`src/rtl/playseq_gravador.sv`:
```
// PlaySeq sequence recorder: captures one-hot button presses and writes them in
// order into the 16x4 user sequence RAM, reporting how many moves were stored.
module playseq_gravador #(
    parameter int TIMEOUT = 5000,
    parameter int TW      = 13
) (
    input  logic       clock,
    input  logic       reset,
    input  logic       iniciar,
    input  logic [3:0] botoes,
    output logic       ram_we,
    output logic [3:0] ram_addr,
    output logic [3:0] ram_data,
    output logic [4:0] tamanho,
    output logic       gravando,
    output logic       pronto,
    output logic       erro,
    output logic [2:0] db_estado
);

    typedef enum logic [2:0] {
        INICIAL = 3'd0,
        ESPERA  = 3'd1,
        GRAVA   = 3'd2,
        SOLTA   = 3'd3,
        FIM     = 3'd4,
        ERRO    = 3'd5
    } estado_t;

    estado_t       r_estado;
    estado_t       w_estado_nx;
    logic [3:0]    r_b_r;
    logic [3:0]    r_b_p;
    logic [3:0]    r_endereco;
    logic [3:0]    w_endereco_nx;
    logic [3:0]    r_dado;
    logic [3:0]    w_dado_nx;
    logic [4:0]    r_tamanho;
    logic [4:0]    w_tamanho_nx;
    logic [TW-1:0] r_cnt;
    logic [TW-1:0] w_cnt_nx;
    logic          w_ev;
    logic          w_onehot;

    assign w_ev     = (|r_b_r) & ~(|r_b_p);
    assign w_onehot = (r_b_r != '0) && ((r_b_r & (r_b_r - 4'd1)) == '0);

    always_ff @(posedge clock or negedge reset) begin
        if (!reset) begin
            r_estado   <= INICIAL;
            r_b_r      <= '0;
            r_b_p      <= '0;
            r_endereco <= '0;
            r_dado     <= '0;
            r_tamanho  <= '0;
            r_cnt      <= '0;
        end else begin
            r_estado   <= w_estado_nx;
            r_b_r      <= botoes;
            r_b_p      <= r_b_r;
            r_endereco <= w_endereco_nx;
            r_dado     <= w_dado_nx;
            r_tamanho  <= w_tamanho_nx;
            r_cnt      <= w_cnt_nx;
        end
    end

    always_comb begin
        w_estado_nx   = r_estado;
        w_endereco_nx = r_endereco;
        w_dado_nx     = r_dado;
        w_tamanho_nx  = r_tamanho;
        w_cnt_nx      = r_cnt;
        case (r_estado)
            INICIAL, FIM, ERRO: begin
                if (iniciar) begin
                    w_endereco_nx = '0;
                    w_tamanho_nx  = '0;
                    w_cnt_nx      = '0;
                    w_estado_nx   = ESPERA;
                end
            end
            ESPERA: begin
                // A press edge takes priority over an expiring timeout.
                if (w_ev) begin
                    if (w_onehot) begin
                        w_dado_nx   = r_b_r;
                        w_estado_nx = GRAVA;
                    end else begin
                        w_estado_nx = ERRO;
                    end
                end else if (r_cnt == TW'(TIMEOUT - 1)) begin
                    w_estado_nx = (r_tamanho != '0) ? FIM : ERRO;
                end else begin
                    w_cnt_nx = r_cnt + TW'(1);
                end
            end
            GRAVA: begin
                w_tamanho_nx  = r_tamanho + 5'd1;
                w_endereco_nx = r_endereco + 4'd1;
                w_estado_nx   = (r_endereco == 4'd15) ? FIM : SOLTA;
            end
            SOLTA: begin
                if (r_b_r == '0) begin
                    w_cnt_nx    = '0;
                    w_estado_nx = ESPERA;
                end
            end
            default: w_estado_nx = INICIAL;
        endcase
    end

    always_comb begin
        ram_we    = (r_estado == GRAVA);
        ram_addr  = r_endereco;
        ram_data  = r_dado;
        tamanho   = r_tamanho;
        gravando  = (r_estado == ESPERA) || (r_estado == GRAVA) || (r_estado == SOLTA);
        pronto    = (r_estado == FIM);
        erro      = (r_estado == ERRO);
        db_estado = r_estado;
    end

endmodule
```
`config.mk`:
```
export PLATFORM = sky130hd
export DESIGN_NAME = playseq_gravador
export DESIGN_NICKNAME = d
export VERILOG_FILES = /design/src/rtl/playseq_gravador.sv
export SDC_FILE = /design/constraint.sdc
export NUM_CORES = 1
export LEC_CHECK = 0
export BUFFER_PORTS_ARGS = -buffer_cell sky130_fd_sc_hd__buf_4
export CAP_MARGIN = 25
export CELL_PAD_IN_SITES_DETAIL_PLACEMENT = 1
export CELL_PAD_IN_SITES_GLOBAL_PLACEMENT = 1
export CORE_AREA = 2 2 69 71
export CTS_CLUSTER_SIZE = 20
export DETAILED_ROUTE_END_ITERATION = 10
export DIE_AREA = 0 0 71 73
export GPL_TIMING_DRIVEN = 0
export PLACE_DENSITY_LB_ADDON = 0.1
export SLEW_MARGIN = 5
export SYNTH_ARGS = -nofsm -noshare
export SYNTH_HDL_FRONTEND = slang
export SYNTH_SLANG_ARGS = --single-unit
```
`constraint.sdc`:
```
create_clock -name clock -period 2 [get_ports clock]
set_input_delay 0 -clock clock [delete_from_list [all_inputs] [get_ports clock]]
set_output_delay 0 -clock clock [all_outputs]
set_load 0.05 [all_outputs]
```
After elaboration in Yosys (flattened, before gate mapping):

Cells that the tools add are included.

* add/sub/neg operators: 4
* equal/unequal tests: 12
* mux-type cells: 17
* bitwise operators: 3
* reduce and logical (&&, ||, !) cells: 17

Operators with widths (count)
* $mux 13: 4
* $pmux 13 s3: 1
* $mux 3: 6
* $add 13x1->13 const B: 1
* $eq 13x13->1 const B: 1
* $pmux 3 s4: 1
* $pmux 5 s2: 1
* $logic_not 4->1: 2
* $ne 2x2->1 const B: 4
* $pmux 4 s2: 1
* $reduce_or 4->1: 2
* $eq 3x2->1 const B: 2
* $eq 3x3->1 const B: 2
* $reduce_and 3->1: 2
* $add 5x1->5 const B: 1
* $mux 5: 1
* $reduce_and 5->1: 1
* $reduce_bool 5->1: 1
* $add 4x1->4 const B: 1
* $and 4x4->4: 1
* $eq 4x4->1 const B: 1
* $mux 4: 1
* $reduce_bool 4->1: 1
* $sub 4x1->4 const B: 1
* 12 further kinds: 13

* flip-flop bits (word level): 37
* input bits: 7
* word-level logic and storage cells: 60

Logic depth before layout (Yosys ltp):

Gate-level depths: netlist (run 1).

* word-level depth: 7
* depth in mapped cells: 8
* gate-level depth less buffers: 7

Least setup slack after synthesis (run 1):

No wires, ideal clock.

* path type: register -> register
* start point: register r_estado[0] (netlist: db_estado[0])
* end point: register r_cnt[11]
* arrival time: 1.975 ns
* slack: -0.059 ns
* stages on the path, launching flop included: 8
* buffers on the path: 1
* clock period less this slack: 2.059 ns
* path through: dfrtp_1 -> buf_4 -> and2b_1 -> nand2b_2 -> o221ai_4 -> nand4_4 -> or3_1 -> a21oi_1

* longest elaborated chain between the ends: 4

Ends and longest elaborated chain
* start: declaration: line 30 `estado_t r_estado;`
* start signal: assignment: line 58 `r_estado <= w_estado_nx;`
* $eq 3x3->1 or $logic_not 3->1 (tied branches): line 74 `case (r_estado)`
* $reduce_or 3->1: line 74
* $ne 2x2->1 (no line) or $reduce_bool 3->1 (tied branches)
* $reduce_and 5->1 (no line)
* end signal: assignment: line 64 `r_cnt <= w_cnt_nx;`
* end: declaration: line 40 `logic [TW-1:0] r_cnt;`

Several ways; a longest one is shown, not always the timed one.
A chain may end at the register's enable or synchronous reset.

Final worst setup path (run 1):

* start point: register r_cnt[1]
* end point: register r_cnt[5]

* longest elaborated chain between the ends: 4

Ends and longest elaborated chain
* $add 13x1->13: line 95 `w_cnt_nx = r_cnt + TW'(1);`
* $mux 13: line 92 `end else if (r_cnt == TW'(TIMEOUT - 1)) begin`
* $mux 13: line 85 `if (w_ev) begin`
* $pmux 13 s3: line 74

Several ways; a longest one is shown, not always the timed one. The select of a mux whose other input is x is not followed.

==> results of run 1 <==
cell families after synthesis:
kind of cell	after synthesis	synth area share
AO/OA/AOI/OAI	39	0.139
flip-flops	37	0.502
AND/OR/NAND/NOR	80	0.235
buffers and inverters	8	0.0203
multiplexers	5	0.0298
adder cells (fa/ha/maj)	4	0.0271
XOR/XNOR	10	0.0475
repair_timing:
item,4_1_cts,5_1_grt
buffers inserted,4,4
hold buffers,5,0
gates resized for setup,3,12
pin swaps,2,9
endpoints found under the hold margin,41,0
endpoints found under the setup margin,9,17
per-layer routing:
metal,vias to the layer above,GRT usage,share of wire
met3,6,0.0552,0.036
met2,25,0.350,0.54
met5,-,0,0
met4,0,0.0755,0.012
met1,787,0.226,0.41
li1,735,-,-
where the power goes:
group          total, mW  internal, mW  switching (mW)
combinational       1.39         0.526           0.862
clock              0.621         0.362           0.259
sequential         0.974         0.867           0.107
total               2.98          1.76            1.23
flip-flops by register name, indices dropped and copies added, names as in the netlist:
| signal | flops |
|---|---|
| r_b_r | 4 |
| tamanho | 5 |
| r_b_p | 4 |
| r_cnt | 13 |
| db_estado | 3 |
| ram_data | 4 |
| ram_addr | 4 |
synth_stat cells (2+ instances only):
cell / number
nand2_1: 20
or3_1: 3
nor2_1: 17
buf_4: 2
dfrtp_1: 37
nand4_1: 3
o211ai_1: 3
ha_1: 4
mux2_2: 4
inv_1: 4
nand3_1: 12
a22o_1: 2
nand2b_2: 2
nor3_1: 4
and3_1: 5
a21oi_1: 6
xor2_1: 10
o21ai_0: 18
clkbuf_1: 2
a21o_1: 3
final cells by class:
cell class / count / area, sq um
plain buffers: 4 / 31.3
clock buffers: 5 / 68.8
clock inverters: 2 / 35.0
fillers: 518 / 2170
inverters: 4 / 15.0
multi-input cells: 138 / 916
flip-flops and latches: 37 / 928
well taps: 54 / 67.6
repair buffers: 39 / 305
final timing paths:
path,endpoint,slack (ps)
worst min-delay path,db_estado[2],100
worst min register to register,ram_data[3],510
max in group asynchronous,db_estado[2],1420
worst max-delay path,r_cnt[5],10
worst max register to register,r_cnt[5],10
min in group asynchronous,r_cnt[1],210
worst min-delay path, cell delays in order:
cell and delay, ps:
buf_4 120, nor2b_1 50, o21ba_2 180
per-stage QoR:
step,util,power (mW),setup WS (ps),TNS [ps]
after global routing,0.522,3.16,-109,-632
after floorplan,-,1.85,0.265,0
after global placement,0.465,2.16,5.92,0
final,0.522,2.98,10.1,0
after CTS,0.506,2.94,-33.4,-33.4
after detailed placement,0.465,2.21,-143,-955
==> run_results.csv, run 1 <==
group,metric,value,unit
min_path,hp-class,"in2reg",
status,status,"completed",
min_path,min_path_cells,3,
clocking,clk_pin_slew_worst_paths,70,ps
flow_run,maxCapViolations,0,
grt,track_usage,0.197,
clocking,clock_sinks,37,
route,dr.pass1.iters,4,
route,vias,1553,
setup_path,crit_path_max_incr_delay,440,ps
timing,clock_skew,4.91,ps
yosys,synth-edff-count,0,
grt,antenna_found_initial,0,
placement,io_buffers,26,
cells_and_area,design_area,2370,sq um
setup_path,crit_path_end_kind,"flop",
setup_path,setup.worst_path.class,"reg2reg",
clocking,clk_path_buf_depth,2,
yosys,ys_seq_area_frac,0.502,
placement,dpl.cell_count,263,
timing,setup_viol,0,
cells_and_area,most-common-layout-cells,"buf_4, dfrtp_1, nand2_1",
grt,overflow,0,
yosys,yosys_warnings,0,
setup_path,crit_path_max_fanout,8,
timing,hold_viol_final,0,
timing,min_period,1990,ps
timing,slew_violations,0,
min_path,min_from,"iniciar",
timing,max_slew_margin,0.536,
die,fp.dieH,73,microns
route,drt-initial-drc-count,58,
pwr,powerDensity,1260,nW/um^2
setup_path,critical_path_depth,8,
pwr,ir_drop,0.000550,V
clocking,cts-root-buf,"clkbuf_8",
setup_path,path_cells,"ha_2 -> and4b_1 -> nand4_1 -> or3b_4 -> buf_8 -> nand4_1 -> xor2_1 -> nor2_1",
setup_path,crit_start,"r_cnt[1]",
route,ant_nets,0,
cells_and_area,antenna_cells,0,
timing,fmax,503,MHz
timing,rsz0062_at_grt,"true",
setup_path,r2r-start,"r_cnt[1]",
die,dieArea,5180,sq um
placement,place_hpwl,3350,microns
setup_path,crit_top_cell,"nand4_1",
pwr,p_leak,1.09,nW
die,die_w,71,microns
timing,fin_crit_sh,0.995,
setup_path,arrival,2130,ps
placement,place_congestion,0.817,
yosys,syn_nets,194,
clocking,htreeDepth,2,
yosys,avgSynthCellArea,10.1,sq um
cells_and_area,area_delta_synth_final,28.3,%
yosys,synth_seq_cells,37,
grt,grt_pass1_vias,1705,
die,coreArea,4540,sq um
yosys,synthCells,183,
die,ios,27,
grt,grt_max_degree,38,
route,route.detailed.wl_per_inst,16.8,microns
clocking,cts_buffers,5,
yosys,yosys.area.top_type_share,0.502,
grt,grt_pass1_wl,7990,microns
setup_path,cpMaxStageDelayCell,"or3b_4",
yosys,async_flop_share,1.00,
route,via_per_inst,5.49,
timing,max_slew.worst_pin.slew,691,ps
die,placementRows,25,
cells_and_area,drive_above_1_share,0.288,
cells_and_area,nNetsFinal,240,
setup_path,path_delay_family,"simple AND/OR/NAND/NOR gates",
clocking,cts_tree,"done",
timing,timing.hold.ws,103,ps
yosys,netlist_top_cells_area,"dfrtp_1, o21ai_0, xor2_1, nand2_1, nor2_1",
cells_and_area,final_cells,283,
setup_path,cp.required,2140,ps
clocking,clock_latency,280,ps
yosys,synthFlopType,"dfrtp_1",
yosys,synth.distinct_cells,42,
placement,placed_area,2110,sq um
setup_path,worstRegToRegCells,8,
die,start_util,0.407,
setup_path,critPathLaunchType,"flop",
yosys,syn-cell-area,1850,sq um
yosys,yosysTopAreaCell,"dfrtp_1",
route,wl,4760,microns
route,route.detailed.drc,0,
setup_path,cp_num_buf_inv,1,
Note: power is estimated with default switching activity, not from simulation.
==> run 2, diff against run 1 <==
--- a/config.mk
+++ b/config.mk
@@ -5,14 +5,15 @@
 export SDC_FILE = /design/constraint.sdc
 export NUM_CORES = 1
 export LEC_CHECK = 0
+export ABC_AREA = 1
 export BUFFER_PORTS_ARGS = -buffer_cell sky130_fd_sc_hd__buf_4
 export CAP_MARGIN = 25
 export CELL_PAD_IN_SITES_DETAIL_PLACEMENT = 1
 export CELL_PAD_IN_SITES_GLOBAL_PLACEMENT = 1
-export CORE_AREA = 2 2 69 71
+export CORE_AREA = 2 2 75 77
 export CTS_CLUSTER_SIZE = 20
 export DETAILED_ROUTE_END_ITERATION = 10
-export DIE_AREA = 0 0 71 73
+export DIE_AREA = 0 0 77 79
 export GPL_TIMING_DRIVEN = 0
 export PLACE_DENSITY_LB_ADDON = 0.1
 export SLEW_MARGIN = 5
==> run 2 against run 1 <==
Core utilization shrank 4.0 points. Via count grew 21%. Die area grew 17%. First-iteration DRC count shrank 28%.
==> run_results.csv, run 2 <==
group,metric,value,unit
status,status,"completed",
timing,max_slew_margin,0.579,
grt,grt_pass1_vias,2031,
cells_and_area,antenna_cells,0,
pwr,p_leak,1.27,nW
min_path,hold-path-endpoint,"db_estado[2]",
setup_path,ff2ff_setup_slack,330,ps
yosys,async_flop_share,1.00,
yosys,netlist_top_cells_area,"dfrtp_1, nand2_1, inv_1, nand3_1, nor2_1",
yosys,synth_top_cells_by_count,"nand2_1, dfrtp_1, inv_1, nor2_1, nand3_1",
yosys,synth.distinct_cells,32,
yosys,synth-edff-count,0,
flow_run,maxCapViolations,0,
yosys,yosys_warnings,0,
setup_path,rr_endpoint,"r_cnt[7]",
setup_path,arrival,1860,ps
timing,hold_viol_final,0,
timing,clock_skew,9.91,ps
timing,slew_violations,0,
route,wl,5110,microns
min_path,min_path_cells,6,
yosys,avgSynthCellArea,7.66,sq um
cells_and_area,largest_register_ffs,13,
yosys,synthCells,277,
timing,rsz0062_at_grt,"false",
cells_and_area,fin_util,0.482,
cells_and_area,most-common-layout-cells,"nand2_1, dfrtp_1, inv_1",
die,start_util,0.397,
cells_and_area,largest_register,"r_cnt",
yosys,syn_nets,288,
setup_path,path_delay_family,"simple AND/OR/NAND/NOR gates",
timing,min_period,1670,ps
pwr,ir_drop,0.00101,V
yosys,yosys.area.top_type_share,0.437,
placement,place_hpwl,3730,microns
clocking,clock_latency,290,ps
placement,dpl.cell_count,375,
setup_path,crit_path_end_kind,"flop",
timing,max_slew.worst_pin.slew,628,ps
route,vias,1883,
clocking,clk_pin_slew_worst_paths,80,ps
yosys,yosysTopAreaCell,"dfrtp_1",
timing,setup_viol,0,
route,ant_nets,0,
setup_path,crit_path_max_fanout,10,
cells_and_area,area_delta_synth_final,21.2,%
min_path,hp-class,"in2reg",
clocking,cts_buffers,5,
die,fp.dieH,79,microns
die,dieArea,6080,sq um
route,dr.pass1.iters,5,
setup_path,cp_num_buf_inv,2,
yosys,synth_seq_cells,37,
die,placementRows,27,
route,route.detailed.wl_per_inst,13.2,microns
placement,place_congestion,0.768,
grt,grt_pass1_wl,9080,microns
clocking,clk_path_buf_depth,2,
clocking,postCtsResizedCells,0,
route,drt-initial-drc-count,42,
min_path,min_from,"iniciar",
setup_path,cp.required,2190,ps
die,die_w,77,microns
clocking,cts-root-buf,"clkbuf_8",
clocking,htreeDepth,2,
setup_path,critical_path_depth,9,
die,ios,27,
grt,busiest_layer,"met2",
yosys,syn-cell-area,2120,sq um
cells_and_area,drive_above_1_share,0.184,
clocking,clock_sinks,37,
cells_and_area,final_cells,388,
setup_path,critPathLaunchType,"flop",
cells_and_area,final_common_cell,"nand2_1",
grt,global_route.usage.met1,0.208,
setup_path,path_cells,"nor2_1 -> nand2_1 -> nand2_1 -> nand3_2 -> clkinv_2 -> nand2_4 -> buf_12 -> nand2_1 -> nand2_1",
cells_and_area,fillers,711,
grt,overflow,0,
yosys,yosysMostFrequentCell,"nand2_1",
route,route.detailed.drc,0,
grt,grt_max_degree,38,
timing,fin_crit_sh,0.833,
die,coreArea,5340,sq um
timing,fmax,601,MHz
setup_path,cpMaxStageDelayCell,"dfrtp_1",
setup_path,r2r-start,"r_b_r[1]",
placement,io_buffers,26,
setup_path,crit_top_cell,"nand2_1",
route,via_per_inst,4.85,
timing,tns,0,ps
timing,timing.hold.ws,177,ps
yosys,ys_seq_area_frac,0.437,
setup_path,setup.worst_path.class,"reg2reg",
pwr,powerDensity,1100,nW/um^2
clocking,cts_tree,"done",
setup_path,worstRegToRegCells,9,
setup_path,crit_path_max_incr_delay,410,ps
cells_and_area,nNetsFinal,326,
grt,antenna_found_initial,0,
grt,use_met2,0.354,
grt,track_usage,0.187,
yosys,synthFlopType,"dfrtp_1",
grt,met3_usage,0.0375,
==> run 2: layout make-up <==
cell class                 instances  area (sq um)  share of cell area
buffer                             5          58.8              0.0229
inverter                          38           144              0.0560
timing repair buffer              31           245              0.0954
clock inverter                     3          46.3              0.0180
tap                               72          90.1              0.0350
clock buffer                       5          68.8              0.0268
multi-input combinational        197           992               0.386
sequential                        37           926               0.360
==> run 2: logic make-up (layout without fill, tap and decap cells) <==
logic type	Yosys count	count (layout)	share of synthesized area
compound gates	23	23	0.0619
simple gates	164	164	0.357
flops	37	37	0.437
buf+inv	43	82	0.0956
mux	1	1	0.00472
fa+ha+maj	4	4	0.0236
xor+xnor	5	5	0.0207
==> run 2: how the worst max path moves through the flow <==
stage | start | end | slack (ps)
final | r_b_r[1] | r_cnt[7] | 330
after global routing | r_b_r[1] | r_cnt[11] | 150
after CTS | r_b_r[1] | r_cnt[0] | 320
after detailed placement | r_b_r[3] | r_cnt[4] | 330
after global placement | db_estado[2] | r_cnt[0] | 390
after floorplan | db_estado[0] | erro | 60
==> run 2: metrics by stage <==
step	setup slack [ps]	cell area [sq um]	power [mW]
2_1_floorplan	57.2	2120	1.85
3_5_place_dp	332	2410	2.20
6_report	335	2570	2.84
4_1_cts	317	2570	2.88
3_3_place_gp	385	2410	2.18
5_1_grt	148	2570	3.01
==> run 2: metal layers <==
layer,wire (microns),vias to the layer above,part of all wire
met4,56,0,0.011
met5,0,-,0
li1,-,948,-
met1,2260,909,0.44
met2,2660,22,0.52
met3,134,4,0.026
==> run 2: what timing repair did <==
action,4_1_cts,5_1_grt
setup endpoints to repair,0,0
buffers inserted,0,0
endpoints found under the hold margin,41,0
hold buffers,5,0
==> run 2: power by group <==
part / internal (mW) / switching [mW] / total (mW) / leakage, nW
clock: 0.373 / 0.289 / 0.662 / 0.0543
sequential: 0.841 / 0.0820 / 0.923 / 0.490
combinational: 0.390 / 0.864 / 1.25 / 0.726
total: 1.60 / 1.24 / 2.84 / 1.27
==> run 2: tightest hold or removal path, delay by kind of cell <==
| family | cells | cell delay, ps |
|---|---|---|
| AOI/OAI and AO/OA | 2 | 170 |
| buffers and inverters | 2 | 110 |
| and+or+nand+nor | 2 | 130 |
==> run 3, diff against run 2 <==
==> constraint.sdc (replaced) <==
create_clock -name clock -period 1.7 [get_ports clock]
set_input_delay 0 -clock clock [delete_from_list [all_inputs] [get_ports clock]]
set_output_delay 0 -clock clock [all_outputs]
set_load 0.05 [all_outputs]
==> run 3 against run 2 <==
Clock power rose by 19%. Hold slack improved by 13 ps. Via count rose by 1.3%. Total power rose by 22%. Largest power group unchanged.
==> run_results.csv, run 3 (synthesis results as in run 2) <==
group,metric,value,unit
route,via_per_inst,4.89,
pwr,power.share.sequential,0.314,
grt,grt_pass1_vias,2031,
cells_and_area,final_common_cell,"nand2_1",
pwr,p_leak,1.28,nW
route,route.detailed.drc,0,
setup_path,r2r-start,"db_estado[0]",
clocking,cts_buffers,5,
pwr,powerDensity,1320,nW/um^2
cells_and_area,antenna_cells,0,
pwr,power.total,3.46,mW
pwr,swShare,0.432,
grt,track_usage,0.187,
cells_and_area,largest_register_ffs,13,
clocking,clock_sinks,37,
setup_path,critPathLaunchType,"flop",
cells_and_area,fillers,703,
die,placementRows,27,
grt,overflow,0,
setup_path,rr_endpoint,"r_cnt[0]",
grt,antenna_found_initial,0,
die,dieArea,6080,sq um
placement,place_hpwl,3730,microns
timing,hold_viol_final,0,
cells_and_area,most-common-layout-cells,"nand2_1, dfrtp_1, inv_1",
timing,max_slew_margin,0.669,
route,drt-initial-drc-count,41,
timing,rsz0062_at_grt,"false",
cells_and_area,drive_above_1_share,0.217,
timing,min_period,1550,ps
pwr,internal-power,1.96,mW
die,fp.dieH,79,microns
die,die_w,77,microns
flow_run,maxCapViolations,0,
grt,grt_max_degree,38,
setup_path,worstRegToRegCells,8,
grt,grt_pass1_wl,9080,microns
cells_and_area,seq_area,926,sq um
timing,setup_viol,0,
route,ant_nets,0,
min_path,min_from,"iniciar",
min_path,min_path_cells,6,
setup_path,critical_path_depth,5,
setup_path,crit_path_max_fanout,9,
die,coreArea,5340,sq um
cells_and_area,area_delta_synth_final,23.8,%
pwr,ir_drop,0.00107,V
die,ios,27,
cells_and_area,largest_register,"r_cnt",
route,route.detailed.wl_per_inst,13.3,microns
route,dr.pass1.iters,5,
min_path,hold-path-endpoint,"db_estado[2]",
clocking,cts_tree,"done",
setup_path,crit_path_end_kind,"output port",
timing,slew_violations,0,
setup_path,cp_num_buf_inv,4,
min_path,hp-class,"in2reg",
clocking,clk_path_buf_depth,2,
setup_path,arrival,1550,ps
timing,fin_crit_sh,0.914,
setup_path,ff2ff_setup_slack,150,ps
clocking,cts-root-buf,"clkbuf_8",
setup_path,cp.required,1700,ps
setup_path,setup.worst_path.class,"reg2out",
clocking,htreeDepth,2,
route,vias,1908,
setup_path,cpMaxStageDelayCell,"dfrtp_1",
setup_path,crit_path_max_incr_delay,410,ps
setup_path,path_delay_family,"buffers and inverters",
setup_path,path_cells,"buf_6 -> inv_1 -> nand3_2 -> inv_2 -> buf_4",
die,start_util,0.397,
timing,clock_skew,11.9,ps
timing,tns,0,ps
clocking,clock_latency,300,ps
cells_and_area,nNetsFinal,328,
timing,timing.hold.ws,190,ps
pwr,switching_power,1.50,mW
timing,max_slew.worst_pin.slew,497,ps
status,status,"completed",
cells_and_area,multi_input_area,1010,sq um
pwr,p_clk_frac,0.227,
clocking,clk_pin_slew_worst_paths,70,ps
placement,place_congestion,0.768,
placement,io_buffers,26,
pwr,pwr-share-comb,0.459,
route,wl,5190,microns
timing,fmax,644,MHz
-- run 3: cell types whose count changed in the layout (fill, tap and decap cells not counted), sizes merged --
cell	previous run	this run
buf	31	33
-- run 3: through the flow --
step	cells	cell area (sq um)	setup WS [ps]	utilization
finish	390	2630	146	0.492
global route	390	2630	2.54	0.492
CTS	388	2570	16.7	0.482
detailed placement	375	2410	31.6	0.451
global placement	375	2410	85.1	0.451
floorplan	277	2120	-243	-
-- run 3: worst max-delay path by stage --
stage	from	slack [ps]	to
final	db_estado[2]	150	ram_we
after global routing	r_b_r[3]	3	r_cnt[1]
after CTS	r_b_r[1]	20	r_cnt[0]
after detailed placement	r_b_r[3]	30	r_cnt[4]
after global placement	db_estado[2]	90	r_cnt[0]
after floorplan	db_estado[0]	-240	erro
-- run 3: power groups by stage --
stage	logic, mW	registers [mW]	clock network (mW)
2_1_floorplan	0.821	1.35	0
3_3_place_gp	1.47	1.10	0
3_5_place_dp	1.48	1.10	0
4_1_cts	1.50	1.09	0.800
5_1_grt	1.72	1.10	0.833
6_report	1.59	1.09	0.785
-- run 3: timing repair --
item / in CTS / in global routing
gates resized for setup: 0 / 11
hold buffers: 5 / 0
setup endpoints to repair: 0 / 22
buffers inserted: 0 / 2
hold endpoints to repair: 41 / 0
-- run 3: routing by layer --
layer / share of wire / GRT usage
met1: 0.44 / 0.208
met2: 0.52 / 0.354
met3: 0.026 / 0.0375
met4: 0.011 / 0.0661
met5: 0 / 0
-- run 3: layout make-up --
| class | instances | share of cell area |
|---|---|---|
| inverter | 38 | 0.0562 |
| timing repair buffer | 33 | 0.104 |
| multi-input combinational | 197 | 0.387 |
| tap | 72 | 0.0343 |
| sequential | 37 | 0.353 |
| buffer | 5 | 0.0224 |
| clock buffer | 5 | 0.0262 |
| clock inverter | 3 | 0.0176 |
-- run 3: worst register-to-register path, delay by kind of cell (launching register included) --
| family | cells | cell delay [ps] |
|---|---|---|
| and+or+nand+nor | 4 | 340 |
| AOI/OAI and AO/OA | 1 | 250 |
| buffers and inverters | 3 | 410 |
| DFF | 1 | 440 |
